<file path="config.mk">
export PLATFORM = sky130hd
export DESIGN_NAME = sequence_multiplier_flat
export DESIGN_NICKNAME = d
export VERILOG_FILES = /design/src/rtl/qc_pkg.sv /design/src/rtl/sequence_multiplier_if.sv /design/src/rtl/gate_rom.sv /design/src/rtl/sequence_multiplier.sv /design/src/flat_wrapper.sv
export SDC_FILE = /design/constraint.sdc
export NUM_CORES = 2
export LEC_CHECK = 0
export CAP_MARGIN = 30
export CORE_ASPECT_RATIO = 0.5
export CORE_MARGIN = 2
export CORE_UTILIZATION = 50
export CTS_CLUSTER_DIAMETER = 50
export DETAILED_ROUTE_END_ITERATION = 10
export DONT_BUFFER_PORTS = 1
export GPL_TIMING_DRIVEN = 0
export PLACE_DENSITY = 0.73
export RECOVER_POWER = 50
export SYNTH_ARGS = -nofsm -noshare
export SYNTH_HDL_FRONTEND = slang
export SYNTH_HIERARCHICAL = 1
export SYNTH_SLANG_ARGS = --single-unit
export TNS_END_PERCENT = 20
</file>
<file path="constraint.sdc">
create_clock -name clk -period 9.8 [get_ports clk]
set_input_delay 1.96 -clock clk [delete_from_list [all_inputs] [get_ports clk]]
set_output_delay 1.96 -clock clk [all_outputs]
set_load 0.03 [all_outputs]
</file>
<file path="src/rtl/qc_pkg.sv">
// qc_pkg: shared fixed-point complex types, Q2.14 constants and gate-library contents.
// Latency: none (types and pure functions only).
// Backpressure: not applicable.
package qc_pkg;

  localparam int CW      = 16;  // component width of cplx_t
  localparam int GATE_W  = 5;   // width of the gate library index
  localparam int FX_FRAC = 14;

  localparam logic signed [CW-1:0] FX_ZERO   = 16'sd0;
  localparam logic signed [CW-1:0] FX_ONE    = 16'sd16384;
  localparam logic signed [CW-1:0] FX_RSQRT2 = 16'sd11585;

  typedef struct packed {
    logic signed [CW-1:0] re;
    logic signed [CW-1:0] im;
  } cplx_t;

  // [row][col]
  typedef cplx_t [1:0][1:0] mat2_t;

  typedef enum logic [GATE_W-1:0] {
    G_I   = 5'd0,
    G_H   = 5'd1,
    G_X   = 5'd2,
    G_S   = 5'd3,
    G_T   = 5'd4,
    G_TDG = 5'd5
  } gate_e;

  typedef enum logic [1:0] {
    S_IDLE,
    S_LOAD,
    S_MUL,
    S_DONE
  } state_e;

  function automatic cplx_t cx(input logic signed [CW-1:0] re, input logic signed [CW-1:0] im);
    cplx_t z;
    z.re = re;
    z.im = im;
    return z;
  endfunction

  // Unlisted indices (0 and 6..31) are the identity.
  function automatic mat2_t gate_mat(input logic [GATE_W-1:0] g);
    mat2_t m;
    m[0][0] = cx(FX_ONE, FX_ZERO);
    m[0][1] = cx(FX_ZERO, FX_ZERO);
    m[1][0] = cx(FX_ZERO, FX_ZERO);
    m[1][1] = cx(FX_ONE, FX_ZERO);
    case (gate_e'(g))
      G_H: begin
        m[0][0] = cx(FX_RSQRT2, FX_ZERO);
        m[0][1] = cx(FX_RSQRT2, FX_ZERO);
        m[1][0] = cx(FX_RSQRT2, FX_ZERO);
        m[1][1] = cx(-FX_RSQRT2, FX_ZERO);
      end
      G_X: begin
        m[0][0] = cx(FX_ZERO, FX_ZERO);
        m[0][1] = cx(FX_ONE, FX_ZERO);
        m[1][0] = cx(FX_ONE, FX_ZERO);
        m[1][1] = cx(FX_ZERO, FX_ZERO);
      end
      G_S:   m[1][1] = cx(FX_ZERO, FX_ONE);
      G_T:   m[1][1] = cx(FX_RSQRT2, FX_RSQRT2);
      G_TDG: m[1][1] = cx(FX_RSQRT2, -FX_RSQRT2);
      default: ;
    endcase
    return m;
  endfunction

endpackage

</file>
<file path="src/rtl/sequence_multiplier_if.sv">
// sequence_multiplier_if: gate stream in, accumulated matrix out.
// Latency: none (wires only).
// Backpressure: producer holds ready; a transfer happens only while available is high.
interface sequence_multiplier_if #(
  parameter int W         = 16,
  parameter int GATE_BITS = 5
);
  logic [4:0]           seq_index;
  logic [GATE_BITS-1:0] seq_gate;
  logic                 first;
  logic                 ready;
  logic                 available;
  logic [3:0][W-1:0]    result_re;     // [0]=m00 [1]=m01 [2]=m10 [3]=m11
  logic [3:0][W-1:0]    result_im;
  logic [4:0]           result_index;
  logic                 result_valid;

  modport master (
    output seq_index, seq_gate, first, ready,
    input  available, result_re, result_im, result_index, result_valid
  );

  modport slave (
    input  seq_index, seq_gate, first, ready,
    output available, result_re, result_im, result_index, result_valid
  );
endinterface

</file>
<file path="src/rtl/gate_rom.sv">
// gate_rom: fixed 2x2 gate library, synchronous read.
// Latency: 1 cycle from rd_en edge to g.
// Backpressure: none; g holds its value while rd_en is low.
module gate_rom
  import qc_pkg::*;
#(
  parameter int GATE_BITS = 5
) (
  input  logic                 clk,
  input  logic                 reset,
  input  logic                 rd_en,
  input  logic [GATE_BITS-1:0] idx,
  output mat2_t                g
);

  // Registered lookup; held between reads so the MAC sees a stable G.
  always_ff @(posedge clk or negedge reset) begin
    if (!reset) begin
      g <= '0;
    end else if (rd_en) begin
      g <= gate_mat(GATE_W'(idx));
    end
  end

endmodule

</file>
<file path="src/rtl/sequence_multiplier.sv">
// sequence_multiplier: accumulates A = G x A over the gate stream with one complex MAC.
// Latency: first gate 2 cycles transfer->result_valid, other gates 10 cycles.
// Backpressure: available only in IDLE; ready while busy is ignored.
module sequence_multiplier
  import qc_pkg::*;
#(
  parameter int W         = 16,  // must equal qc_pkg::CW
  parameter int GATE_BITS = 5
) (
  input logic                  clk,
  input logic                  reset,
  sequence_multiplier_if.slave sm
);

  localparam int AW = 2*W + 2;
  localparam logic signed [AW-1:0] RND  = AW'(2**(FX_FRAC-1));
  localparam logic signed [AW-1:0] MAXV = AW'(2**(W-1) - 1);
  localparam logic signed [AW-1:0] MINV = -AW'(2**(W-1));

  state_e state, state_nxt;
  logic   available_c, result_valid_c, xfer;

  logic [2:0] k;          // MAC step: {row, col, term}
  logic [4:0] idx_q;
  logic [4:0] res_idx;
  logic       first_q;

  mat2_t g_mat, a_mat, n_mat, n_next;
  cplx_t gm, am, elem;
  logic  t, r, c;

  logic signed [2*W-1:0] p_rr, p_ii, p_ri, p_ir;
  logic signed [AW-1:0]  acc_re, acc_im, sum_re, sum_im;

  // Q4.28 sum back to Q2.14: round half up, then clamp to the W-bit range.
  function automatic logic signed [W-1:0] rnd_sat(input logic signed [AW-1:0] v);
    logic signed [AW-1:0] s;
    s = (v + RND) >>> FX_FRAC;
    if (s > MAXV)      return {1'b0, {(W-1){1'b1}}};
    else if (s < MINV) return {1'b1, {(W-1){1'b0}}};
    else               return s[W-1:0];
  endfunction

  // ROM is read on the transfer edge so G is already valid during LOAD.
  gate_rom #(.GATE_BITS(GATE_BITS)) u_rom (
    .clk   (clk),
    .reset (reset),
    .rd_en (xfer),
    .idx   (sm.seq_gate),
    .g     (g_mat)
  );

  // State register.
  always_ff @(posedge clk or negedge reset) begin
    if (!reset) state <= S_IDLE;
    else        state <= state_nxt;
  end

  // Next-state and handshake outputs.
  always_comb begin
    state_nxt      = state;
    available_c    = 1'b0;
    result_valid_c = 1'b0;
    case (state)
      S_IDLE: begin
        available_c = 1'b1;
        if (sm.ready) state_nxt = S_LOAD;
      end
      S_LOAD:  state_nxt = first_q ? S_DONE : S_MUL;
      S_MUL:   if (k == 3'd7) state_nxt = S_DONE;
      S_DONE: begin
        result_valid_c = 1'b1;
        state_nxt      = S_IDLE;
      end
      default: state_nxt = S_IDLE;
    endcase
  end

  assign xfer = available_c && sm.ready;

  // One complex multiply-accumulate term per cycle: acc += G[r][t] * A[t][c].
  always_comb begin
    t    = k[0];
    c    = k[1];
    r    = k[2];
    gm   = g_mat[r][t];
    am   = a_mat[t][c];
    p_rr = (2*W)'(gm.re) * (2*W)'(am.re);
    p_ii = (2*W)'(gm.im) * (2*W)'(am.im);
    p_ri = (2*W)'(gm.re) * (2*W)'(am.im);
    p_ir = (2*W)'(gm.im) * (2*W)'(am.re);
    sum_re  = acc_re + AW'(p_rr) - AW'(p_ii);
    sum_im  = acc_im + AW'(p_ri) + AW'(p_ir);
    elem.re = rnd_sat(sum_re);
    elem.im = rnd_sat(sum_im);
    n_next       = n_mat;
    n_next[r][c] = elem;
  end

  // Capture, step counter, accumulator and matrix registers.
  // A is written on the edge into DONE so the valid pulse sees the new matrix.
  always_ff @(posedge clk or negedge reset) begin
    if (!reset) begin
      idx_q   <= '0;
      first_q <= 1'b0;
      k       <= '0;
      acc_re  <= '0;
      acc_im  <= '0;
      n_mat   <= '0;
      a_mat   <= '0;
      res_idx <= '0;
    end else begin
      if (xfer) begin
        idx_q   <= sm.seq_index;
        first_q <= sm.first;
      end
      case (state)
        S_LOAD: begin
          k      <= '0;
          acc_re <= '0;
          acc_im <= '0;
          if (first_q) begin
            a_mat   <= g_mat;
            res_idx <= idx_q;
          end
        end
        S_MUL: begin
          k <= k + 3'd1;
          if (!t) begin
            acc_re <= sum_re;
            acc_im <= sum_im;
          end else begin
            acc_re <= '0;
            acc_im <= '0;
            n_mat  <= n_next;
            if (k == 3'd7) begin
              a_mat   <= n_next;
              res_idx <= idx_q;
            end
          end
        end
        default: ;
      endcase
    end
  end

  assign sm.available    = available_c;
  assign sm.result_valid = result_valid_c;
  assign sm.result_index = res_idx;
  assign sm.result_re    = {a_mat[1][1].re, a_mat[1][0].re, a_mat[0][1].re, a_mat[0][0].re};
  assign sm.result_im    = {a_mat[1][1].im, a_mat[1][0].im, a_mat[0][1].im, a_mat[0][0].im};

endmodule

</file>
<file path="src/flat_wrapper.sv">
// flat-port wrapper written by rule: the top's interface ports become plain ports
module sequence_multiplier_flat import qc_pkg::*;
#(
  parameter int W         = 16,                          
  parameter int GATE_BITS = 5
)
  (clk, reset, sm_seq_index, sm_seq_gate, sm_first, sm_ready, sm_available, sm_result_re, sm_result_im, sm_result_index, sm_result_valid);
  sequence_multiplier_if #(.W(W), .GATE_BITS(GATE_BITS)) sm_i ();
  input logic clk;
  input logic reset;
  input wire logic [$bits(sm_i.seq_index)-1:0] sm_seq_index;
  input wire logic [$bits(sm_i.seq_gate)-1:0] sm_seq_gate;
  input wire logic [$bits(sm_i.first)-1:0] sm_first;
  input wire logic [$bits(sm_i.ready)-1:0] sm_ready;
  output wire logic [$bits(sm_i.available)-1:0] sm_available;
  output wire logic [$bits(sm_i.result_re)-1:0] sm_result_re;
  output wire logic [$bits(sm_i.result_im)-1:0] sm_result_im;
  output wire logic [$bits(sm_i.result_index)-1:0] sm_result_index;
  output wire logic [$bits(sm_i.result_valid)-1:0] sm_result_valid;
  assign sm_i.seq_index = sm_seq_index;
  assign sm_i.seq_gate = sm_seq_gate;
  assign sm_i.first = sm_first;
  assign sm_i.ready = sm_ready;
  assign sm_available = sm_i.available;
  assign sm_result_re = sm_i.result_re;
  assign sm_result_im = sm_i.result_im;
  assign sm_result_index = sm_i.result_index;
  assign sm_result_valid = sm_i.result_valid;
  sequence_multiplier #(.W(W), .GATE_BITS(GATE_BITS)) u_core (.clk(clk), .reset(reset), .sm(sm_i));
endmodule
</file>
==> out/qor.txt <==
Post-DP HPWL: 215,000 µm
status: complete, but fails checks
startpoint types: flop
GR Overflow Total: 0
Clock transition at path regs: 70 ps
core footprint: 123,000 µm²
RSZ-0062 raised after global routing: yes
fraction of registers with async set/reset: 1.00
register area share after synthesis: 0.142
Cells after Synth: 6,748
synthesized area: 61,700 µm²
# rows: 91
die area: 126,000 µm²
global-route wire length before repair: 387,000 µm
critical path class: reg -> reg
DRC: 0
vias in the first global route: 54.0k
Non-Filler Instances: 8,927
TritonCTS buffer count: 45
setup ws final: -523 ps
fillers: 10.2k
total track usage: 0.438
Layout area overhead: 21.6%
1st-iter DRT viols: 7,447
die span in x: 501 µm
CP delay by family, top: adder cells
Initial DRT Pass Iterations: 8
Levels on crit path: 38
max_cap viols: 0
CP Data Required Time: 10,320 ps
CTS Sinks: 350
H-tree lvl count: 2
die height: 252 µm
Routed Antenna Nets: 0
Hold Path Class: reg -> reg
Fin. Hold Viols: 0
fmax: 96.9 MHz
port bufs: 0
routed length per placed instance: 31.2 µm
Post-synth EDFFs: 0
Syn Area/Cell: 9.15 µm²
initial core utilization: 0.502
cells on worst reg2reg path: 38
Tightest Pin Transition: 1240 ps
Nets: 8,867
CP Max Fanout: 10
Vias/cell: 6.10
Cell variety after synth: 95
Synth warnings: 6
Final TNS setup: -104,140 ps
Tcrit/Tclk final: 1.05
failing checks: setup timing
CP dominant cell by count: fa_1
endpoints failing setup: 255
largest stage delay on the critical path: 590 ps
element type at the critical path end: flop
initial antenna violation count: 11
clk root buf: clkbuf_16
Slew HR: 0.175
largest net degree at the start of global routing: 351
max-slew violations: 0
main flop type after synthesis: dfrtp_1
Max Buffers Root-to-Sink: 3
Ports: 149
worst hold slack: 463 ps
hold-critical path depth: 2
worst skew pair latency: 690 ps
TritonCTS clock tree: done
crit path DAT: 10,840 ps
# hold bufs at CTS: 0
routability-driven placement congestion ratio: 1.15
Placed Cells incl. Taps: 8,546
Worst Clk Skew: 69.5 ps
total vias in the final route: 54.5k
total routed wirelength: 279,000 µm
Bufs and invs on worst path: 12
critical path's slowest cell: fa_1
FF+latch count, synth: 350
share of cells above drive strength 1: 0.191
min cycle time layout: 10,320 ps
[cell usage after synthesis, drive strengths merged, types with 4 or more instances]
master	instances	area, µm²
inv	1488	5590
fa	1290	25800
nand2	827	3110
nor2	670	2530
dfrtp	350	8760
ha	312	3900
o21ai	311	1570
clkbuf	295	1110
buf	158	1110
o22ai	121	757
a221oi	116	1050
o21a	97	728
a21oi	96	529
xnor2	75	664
mux2	72	811
mux2i	70	701
nand3	42	210
xor2	36	330
and2	31	194
nor3	31	170
a21o	25	188
a211oi	19	148
nand2b	19	119
nand4	18	113
a31oi	13	81.3
and3	13	81.3
nor2b	12	75.1
o211ai	12	90.1
nor4	10	83.8
o31ai	10	75.1
o21bai	8	82.6
a21boi	7	52.6
a221o	7	70.1
o2bb2ai	6	52.6
or2	6	42.5
or3	6	42.5
mux4	5	113
o32ai	5	43.8
a211o	4	35.0
a31o	4	35.0
and3b	4	35.0
nor3b	4	30.0
or3b	4	37.5
or4	4	33.8
[layout make-up]
| type | count | area (µm²) | share of cell area |
|---|---|---|---|
| diodes | 12 | 30.0 | 0.000400 |
| plain buffers | 419 | 3870 | 0.0516 |
| clock buffers | 52 | 1170 | 0.0156 |
| clock inverters | 32 | 499 | 0.00665 |
| inverters | 1489 | 5630 | 0.0751 |
| multi-input cells | 4530 | 48400 | 0.645 |
| flip-flops and latches | 350 | 8770 | 0.117 |
| well taps | 1627 | 2040 | 0.0271 |
| repair buffers | 416 | 4610 | 0.0615 |
[layer usage]
metal	global-route usage	vias to the layer above	part of all wire
li1	-	21500	-
met1	0.562	27500	0.36
met2	0.579	4398	0.39
met3	0.253	1051	0.19
met4	0.226	20	0.067
met5	0.00647	-	0.0028
[path summary, 6_finish.rpt]
path                                      start                         to  slack (ps)
worst max-delay path                u_core/k[0]    u_core/sm.result_im[13]        -520
worst min-delay path            u_core/idx_q[0]  u_core/sm.result_index[0]         460
worst max register to register      u_core/k[0]    u_core/sm.result_im[13]        -520
worst min register to register  u_core/idx_q[0]  u_core/sm.result_index[0]         460
max in group asynchronous                 reset        u_core/u_rom/g[124]        7990
min in group asynchronous                 reset    u_core/sm.result_im[37]        1030
[cell families (layout without fill, tap and decap cells)]
logic type / after synthesis / in the layout / share of synthesized area
muxes: 147 / 147 / 0.0263
and+or+nand+nor: 1711 / 1711 / 0.114
AOI/OAI and AO/OA: 884 / 884 / 0.0941
buffers and inverters: 1942 / 2408 / 0.126
other: 1 / 87 / 0.0000608
adders and majority gates: 1602 / 1602 / 0.482
xor gates and xnor gates: 111 / 111 / 0.0161
DFF: 350 / 350 / 0.142
[per-stage QoR]
stage	setup WS, ps	cell area (µm²)	util
2_1_floorplan	23.2	62100	-
3_3_place_gp	-5100	64100	0.522
3_5_place_dp	-4130	65500	0.533
4_1_cts	-456	71800	0.584
5_1_grt	-660	75000	0.611
6_report	-523	75000	0.611
[layout by cell type (no fill, tap or decap), types with 42 or more instances in the layout]
cell type / count
inv_1: 1459
fa_1: 1270
nand2_1: 773
nor2_1: 647
buf_4: 396
dfrtp_1: 345
ha_1: 289
o21ai_0: 128
o22ai_1: 113
a221oi_1: 102
clkbuf_1: 101
o21ai_1: 87
buf_12: 77
buf_6: 77
conb_1: 75
clkbuf_16: 73
buf_8: 70
xnor2_1: 68
mux2_2: 64
o21ai_2: 54
a21oi_1: 52
o21a_4: 49
nand2_2: 47
o21a_1: 44
o21ai_4: 42
[worst min-delay path, delay by kind of cell, from the launching register on]
kind,cells,cell delay (ps)
and+or+nand+nor,2,100
DFF,1,340
[registers in the layout (all words and copies together) (netlist names)]
signal	flops
u_core/first_q	1
u_core/idx_q	5
u_core/sm.result_index	5
u_core/sm.result_re	64
u_core/sm.result_im	64
u_core/acc_re	34
u_core/k	3
u_core/state	2
u_core/acc_im	34
u_core/u_rom/g	10
u_core/n_mat	128
[repair_timing]
item	4_1_cts	5_1_grt
setup endpoints to repair	298	256
setup buffers	141	166
gates resized for setup	850	545
pin swaps	90	164
cloned	4	7
Power is left out: the tool's default activity adds up to more than one toggle a clock period on the data nets, which glitch-free logic cannot reach.
